$ cat src/rtl/sd_slot_arbiter.sv
// ---------------------------------------------------------------------------
// sd_slot_arbiter
//
// Shares the single user_io SD block-transfer channel between two sector
// requesters: slot 0 (sd_card SPI emulation) and slot 1 (second disk/NVRAM).
// One transfer runs at a time. The LBA and the operation are latched when the
// grant is given. Ack, buffer-write strobe and write data are routed to and
// from the current owner only. Simultaneous requests are arbitrated
// round-robin.
//
// Ports
//   clk_sys, reset_n      clock, synchronous active-low reset
//   reqN_rd / reqN_wr     level requests from slot N, held until reqN_ack
//   reqN_lba              sector address of slot N
//   reqN_din              buffer data from slot N towards the host
//   reqN_ack              sd_ack gated to slot N
//   reqN_buff_wr          sd_buff_wr gated to slot N
//   reqN_busy             slot N holds the grant
//   reqN_done             one-cycle pulse at the end of a slot N transfer
//   reqN_err              (timeout build only) one-cycle pulse on ack timeout
//   sd_rd / sd_wr         per-slot read/write strobes to user_io
//   sd_lba                latched LBA to user_io
//   sd_din                buffer data to user_io
//   sd_ack, sd_buff_wr    handshake and buffer strobe from user_io
//   grant                 one-hot current owner, 00 when idle
//
// Optional build macro: SD_SLOT_ARB_TIMEOUT_EN adds an ack watchdog of
// TIMEOUT_W bits and the reqN_err outputs.
// ---------------------------------------------------------------------------
module sd_slot_arbiter #(
  parameter int LBA_W     = 32,
  parameter int TIMEOUT_W = 24
) (
  input  logic             clk_sys,
  input  logic             reset_n,
  input  logic             req0_rd,
  input  logic             req0_wr,
  input  logic [LBA_W-1:0] req0_lba,
  input  logic [7:0]       req0_din,
  output logic             req0_ack,
  output logic             req0_buff_wr,
  output logic             req0_busy,
  output logic             req0_done,
  input  logic             req1_rd,
  input  logic             req1_wr,
  input  logic [LBA_W-1:0] req1_lba,
  input  logic [7:0]       req1_din,
  output logic             req1_ack,
  output logic             req1_buff_wr,
  output logic             req1_busy,
  output logic             req1_done,
`ifdef SD_SLOT_ARB_TIMEOUT_EN
  output logic             req0_err,
  output logic             req1_err,
`endif
  output logic [1:0]       sd_rd,
  output logic [1:0]       sd_wr,
  output logic [LBA_W-1:0] sd_lba,
  output logic [7:0]       sd_din,
  input  logic             sd_ack,
  input  logic             sd_buff_wr,
  output logic [1:0]       grant
);

  localparam logic [1:0] ST_IDLE  = 2'd0;
  localparam logic [1:0] ST_ISSUE = 2'd1;
  localparam logic [1:0] ST_XFER  = 2'd2;
  localparam logic [1:0] ST_DONE  = 2'd3;

  logic [1:0]       state;
  logic             owner;     // index of the granted slot
  logic             rr_last;   // slot served most recently
  logic [1:0]       done_q;

  logic             want0;
  logic             want1;
  logic             pick;
  logic             pick_rd;
  logic [1:0]       pick_hot;
  logic [LBA_W-1:0] pick_lba;
  logic [1:0]       owner_hot;

  assign want0 = req0_rd | req0_wr;
  assign want1 = req1_rd | req1_wr;

  // With both slots asking, the one not served last wins; otherwise the
  // only asker wins (want1 alone selects slot 1, want0 alone slot 0).
  always_comb begin
    pick = want1;
    if (want0 && want1) begin
      pick = ~rr_last;
    end
    pick_rd  = pick ? req1_rd  : req0_rd;
    pick_lba = pick ? req1_lba : req0_lba;
    pick_hot = pick ? 2'b10 : 2'b01;
  end

  assign owner_hot = owner ? 2'b10 : 2'b01;

`ifdef SD_SLOT_ARB_TIMEOUT_EN
  logic [TIMEOUT_W-1:0] tmo_cnt;
  logic [1:0]           err_q;

  assign req0_err = err_q[0];
  assign req1_err = err_q[1];
`else
  logic unused_tmo_w;
  assign unused_tmo_w = (TIMEOUT_W > 0);
`endif

  // Arbitration / transfer sequencing
  always_ff @(posedge clk_sys) begin
    if (!reset_n) begin
      state   <= ST_IDLE;
      grant   <= 2'b00;
      sd_rd   <= 2'b00;
      sd_wr   <= 2'b00;
      sd_lba  <= '0;
      owner   <= 1'b0;
      rr_last <= 1'b1;
      done_q  <= 2'b00;
`ifdef SD_SLOT_ARB_TIMEOUT_EN
      tmo_cnt <= '0;
      err_q   <= 2'b00;
`endif
    end else begin
      done_q <= 2'b00;
`ifdef SD_SLOT_ARB_TIMEOUT_EN
      err_q  <= 2'b00;
`endif
      case (state)
        ST_IDLE: begin
          // sd_ack seen here is spurious and deliberately ignored
          if (want0 || want1) begin
            owner  <= pick;
            grant  <= pick_hot;
            sd_lba <= pick_lba;
            // Read has priority when both rd and wr are raised
            if (pick_rd) begin
              sd_rd <= pick_hot;
            end else begin
              sd_wr <= pick_hot;
            end
`ifdef SD_SLOT_ARB_TIMEOUT_EN
            tmo_cnt <= '0;
`endif
            state <= ST_ISSUE;
          end
        end
        ST_ISSUE: begin
          if (sd_ack) begin
            sd_rd <= 2'b00;
            sd_wr <= 2'b00;
`ifdef SD_SLOT_ARB_TIMEOUT_EN
            tmo_cnt <= '0;
`endif
            state <= ST_XFER;
          end
`ifdef SD_SLOT_ARB_TIMEOUT_EN
          else if (&tmo_cnt) begin
            sd_rd   <= 2'b00;
            sd_wr   <= 2'b00;
            done_q  <= owner_hot;
            err_q   <= owner_hot;
            rr_last <= owner;
            grant   <= 2'b00;
            state   <= ST_DONE;
          end else begin
            tmo_cnt <= tmo_cnt + 1'b1;
          end
`endif
        end
        ST_XFER: begin
          // Falling sd_ack ends the transfer, even if the request was dropped
          if (!sd_ack) begin
            done_q  <= owner_hot;
            rr_last <= owner;
            grant   <= 2'b00;
            state   <= ST_DONE;
          end
`ifdef SD_SLOT_ARB_TIMEOUT_EN
          else if (&tmo_cnt) begin
            done_q  <= owner_hot;
            err_q   <= owner_hot;
            rr_last <= owner;
            grant   <= 2'b00;
            state   <= ST_DONE;
          end else begin
            tmo_cnt <= tmo_cnt + 1'b1;
          end
`endif
        end
        ST_DONE: begin
          state <= ST_IDLE;
        end
        default: begin
          state <= ST_IDLE;
        end
      endcase
    end
  end

  // Combinational routing to the current owner
  assign req0_ack     = sd_ack & grant[0];
  assign req1_ack     = sd_ack & grant[1];
  assign req0_buff_wr = sd_buff_wr & grant[0];
  assign req1_buff_wr = sd_buff_wr & grant[1];
  assign req0_busy    = grant[0];
  assign req1_busy    = grant[1];
  assign req0_done    = done_q[0];
  assign req1_done    = done_q[1];

  always_comb begin
    sd_din = 8'h00;
    if (grant[0]) begin
      sd_din = req0_din;
    end else if (grant[1]) begin
      sd_din = req1_din;
    end
  end

endmodule

$ cat config.mk
export PLATFORM = sky130hd
export DESIGN_NAME = sd_slot_arbiter
export DESIGN_NICKNAME = d
export VERILOG_FILES = /design/src/rtl/sd_slot_arbiter.sv
export SDC_FILE = /design/constraint.sdc
export NUM_CORES = 1
export LEC_CHECK = 0
export CORE_AREA = 2 2 63 95
export CTS_BUF_LIST = sky130_fd_sc_hd__clkbuf_8
export DETAILED_ROUTE_END_ITERATION = 6
export DIE_AREA = 0 0 65 97
export GPL_ROUTABILITY_DRIVEN = 0
export PLACE_DENSITY = 0.86
export SLEW_MARGIN = 10
export SYNTH_ARGS = -nofsm -noshare
export SYNTH_HDL_FRONTEND = slang
export SYNTH_SLANG_ARGS = --single-unit
$ cat constraint.sdc
create_clock -name clk_sys -period 4.3 [get_ports clk_sys]
set_input_delay 0.86 -clock clk_sys [delete_from_list [all_inputs] [get_ports clk_sys]]
set_output_delay 0.86 -clock clk_sys [all_outputs]
set_load 0.03 [all_outputs]
# [Yosys cells after proc, flatten, opt, wreduce, memory -nomap -nowiden]
# Cells that the tools add are included.
[totals] in_bits=88 wordCells=59 out_inout_bits=54 reg_bits=44
[op_classes] bitwise=10 n_mux=21 eq_ne=8 reduce_logical=12
[op_table] cell="$mux 32" n=1
[op_table] cell="$mux 2" n=12
[op_table] cell="$mux 8" n=2
[op_table] cell="$pmux 2 s2" n=3
[op_table] cell="$ne 2x2->1 const B" n=5
[op_table] cell="$pmux 2 s4" n=1
[op_table] cell="$reduce_and 4->1" n=2
[op_table] cell="$reduce_and 3->1" n=2
[op_table] cell="$and 1x1->1" n=4
[op_table] cell="$eq 2x2->1 const B" n=2
[op_table] cell="$not 1->1" n=4
[op_table] cell="$reduce_and 2->1" n=2
[op_table] cell="$reduce_bool 2->1" n=2
[op_table] cell="$reduce_or 3->1" n=1
[op_table] cell="$eq 2x1->1 const B" n=1
[op_table] cell="$logic_not 2->1" n=1
[op_table] cell="$mux 1" n=2
[op_table] cell="$or 1x1->1" n=2
[op_table] cell="$logic_and 1x1->1" n=1
[op_table] cell="$logic_or 1x1->1" n=1

# [Logic depth before layout (Yosys ltp)]
[depth] word_depth=7 mapped_depth=8 depth_no_buf=6

# [Worst setup path after synthesis]
# Ideal clock, no wire load.
[synth_timing] path_kind="register to output" start="reg grant[1]" end="out sd_din[0]" arrival_time_ns=1.262 required_ns=3.440 setup_slack_ns=2.178 stages_incl_launch_ff=4 n_path_buf=1 path_cell_list="dfxtp_1 -> nor2b_1 -> clkbuf_1 -> a22o_1"
[synth_between] elab_chain_cells=2
[synth_lines] element="from (decl)" line_no="62" text="output logic [1:0] grant"
[synth_lines] element="from (signal assigned)" line_no="136" text="grant <= pick_hot;"
[synth_lines] element="$mux 8" line_no="217" text="end else if (grant[1]) begin"
[synth_lines] element="$mux 8" line_no="215" text="if (grant[0]) begin"
[synth_lines] element="to (decl)" line_no="59" text="output logic [7:0] sd_din,"
# Every way passes these cells.

# [Final worst setup path]
[layout_timing] start="in sd_ack" end="out req1_ack"
[layout_between] elab_chain_cells=1
[layout_lines] element="from (decl)" line_no="60" text="input logic sd_ack,"
[layout_lines] element="$and 1x1->1" line_no="205" text="assign req1_ack = sd_ack & grant[1];"
[layout_lines] element="to (decl)" line_no="48" text="output logic req1_ack,"
# Every way passes these cells.

==> run metrics <==
Hold Violations, Final=0; sequential fraction of the synthesis area=0.411; Clock Pin Slew Worst Setup and Hold Paths=80 ps; part of the power in registers=0.287; Worst setup SP type=input pin; per-cell routed wire length=14.0 um; H-tree lvl count=2; switching share of power=0.433; reg-to-reg critical path endpoint=sd_lba[1]$_SDFFE_PN0P_; routed wire length=6590 um; buffer count from post-CTS setup fixing=0; min cycle time layout=3100 ps; Syn. warnings=0; number of flops mapped to enable cells by yosys=0; Syn Inst Count=271; Detailed Place HPWL=4930 um; clk sink count=44; clock tree from TritonCTS=yes; initial core utilization=0.396; r2r startpoint=state[0]$_SDFFE_PN0P_; fin nets=491; crit path kind=input pin to output port; WHS Endpoint=sd_rd[0]$_SDFFE_PN0P_; Leak Pwr=1.42 nW; part of the power in the clock network=0.134; internal power=0.00130 W; Root Buffer=clkbuf_8; synth unique cells=28; Total GRT Usage=0.214; IO Pins=142; clk_skew=9.74 ps; antenna viol nets, final=0; crit path max fanout=6; Req. time, crit path=3440 ps; final setup vio count=0; Worst Reg-to-Reg Cells=6; Antenna Cells=0; DRT Pass-1 Iters=5; syn_area_per_cell=7.91 um^2; main flop type after synthesis=dfxtp_1; Die Y=97 um; number of max-cap violations=0; RSZ-0062 raised after global routing=false; ys async rst share=0; FF+latch count, synth=44; FMAX=0.322 GHz; pwr dens=630 nW/um^2; routed vias/inst=5.10; Synth Net Count=363; Hold Startpoint=sd_rd[0]$_SDFFE_PN0P_; largest net degree at the start of global routing=41; combinational power share=0.579; CTS max path bufs=2; mapped cell area=2140 um^2; reg-to-reg slack, setup=2120 ps; run status=finished clean; post-cts sizing count=0; # port buffers=141; Die X=65 um; Max Slew Vio Count=0; Hold Path Class=register to register; vias in the first global route=2,400; Min Hold Slack=467 ps; Arr. time, crit path=2240 ps; final worst-path cycle share=0.722; VDD IR max=0.344 mV; total global routing overflow=0; Crit. End Element=output port; post-route setup TNS=0 ps; core area=5410 um^2; Worst Tran Pin Value=837 ps; CTS Hold Bufs=0; worst relative slew slack=0.441; clk_lat worst skew=290 ps; Area growth, synth to finish=69.5%; via count=2,397; hold path depth=2; switching pwr=0.000992 W; initial antenna violation count=0; Num CTS Buffers=5; 1st-iter DRT viols=67; total die area=6310 um^2; first-pass GRT wire length=10,800 um; Residual DRC=0; share of layout cells above drive strength 1=0.0325; Rows=33; final core occ=0.672
[cells in the final DEF, fill, tap and decap left out, types with 6 or more instances in the layout]
cell type,count
clkdlybuf4s50_1,141
a22o_1,9
nand2_1,74
nor2_1,6
inv_1,6
and2_1,7
dfxtp_1,44
o21ai_1,34
a31oi_1,33
mux2i_1,7
[through the flow]
| stage | setup slack [ps] | instances | area, um^2 | total power (W) |
|---|---|---|---|---|
| CTS | 1190 | 470 | 3630 | 0.00231 |
| detailed placement | 1200 | 462 | 3530 | 0.00200 |
| finish | 1200 | 470 | 3630 | 0.00229 |
| floorplan | 2180 | 271 | 2140 | 0.00153 |
| global route | 1040 | 470 | 3630 | 0.00243 |
| global placement | 1210 | 462 | 3530 | 0.00197 |
[power by group through the flow]
stage,logic [W],registers [W],clock network [W]
floorplan,0.000590,0.000936,0
global placement,0.00131,0.000659,0
detailed placement,0.00134,0.000665,0
CTS,0.00134,0.000658,0.000318
global route,0.00142,0.000680,0.000334
finish,0.00133,0.000658,0.000306
[sequential cells by signal (all words and copies together), names as in the netlist]
| register | count |
|---|---|
| state | 2 |
| done_q | 2 |
| grant | 2 |
| sd_rd | 2 |
| rr_last | 1 |
| owner | 1 |
| sd_lba | 32 |
| sd_wr | 2 |
[logic make-up after synthesis]
| group | count (synthesis) | synth area share |
|---|---|---|
| buf+inv | 29 | 0.0806 |
| mux | 7 | 0.0327 |
| compound gates | 84 | 0.239 |
| fa+ha+maj | 4 | 0.0234 |
| flops | 44 | 0.411 |
| simple gates | 103 | 0.213 |
[routing by layer]
metal	up-vias	global-route usage	wire [um]
li1	1197	-	-
met1	1090	0.222	2480
met2	100	0.406	3500
met3	10	0.0512	519
met4	0	0.0720	93
met5	-	0	0
[cell type report]
| cell class | instances | area (um^2) |
|---|---|---|
| Clock inverter | 3 | 38.8 |
| Inverter | 5 | 18.8 |
| Tap cell | 70 | 87.6 |
| Clock buffer | 5 | 68.8 |
| Fill cell | 474 | 1780 |
| Multi-Input combinational cell | 198 | 1100 |
| Timing Repair Buffer | 145 | 1440 |
| Sequential cell | 44 | 881 |
[Yosys cell counts (all sizes together) (5+ instances only)]
library cell  instances  area share
nand2                74        0.13
mux2i                 7       0.033
clkbuf                8       0.014
and2                  7       0.020
nor2b                 6       0.018
a22o                  9       0.037
a31oi                33       0.096
inv                   5      0.0088
o21ai                34       0.079
buf                  16       0.058
nor2                  6       0.011
dfxtp                44        0.41
[worst max path at each step]
stage | cells after the start | start | endpoint
after global routing | 3 | grant[0]$_SDFFE_PN0P_ | sd_din[3]
after detailed placement | 3 | sd_ack | req1_ack
final | 3 | sd_ack | req1_ack
after floorplan | 3 | grant[1]$_SDFFE_PN0P_ | sd_din[0]
after CTS | 3 | sd_ack | req1_ack
after global placement | 3 | sd_ack | req0_ack
[critical path, stage by stage]
cell             delay [ps]
clkdlybuf4s50_1         560
and2_1                  160
clkdlybuf4s50_1         670
Note: power is estimated with default switching activity, not from simulation.
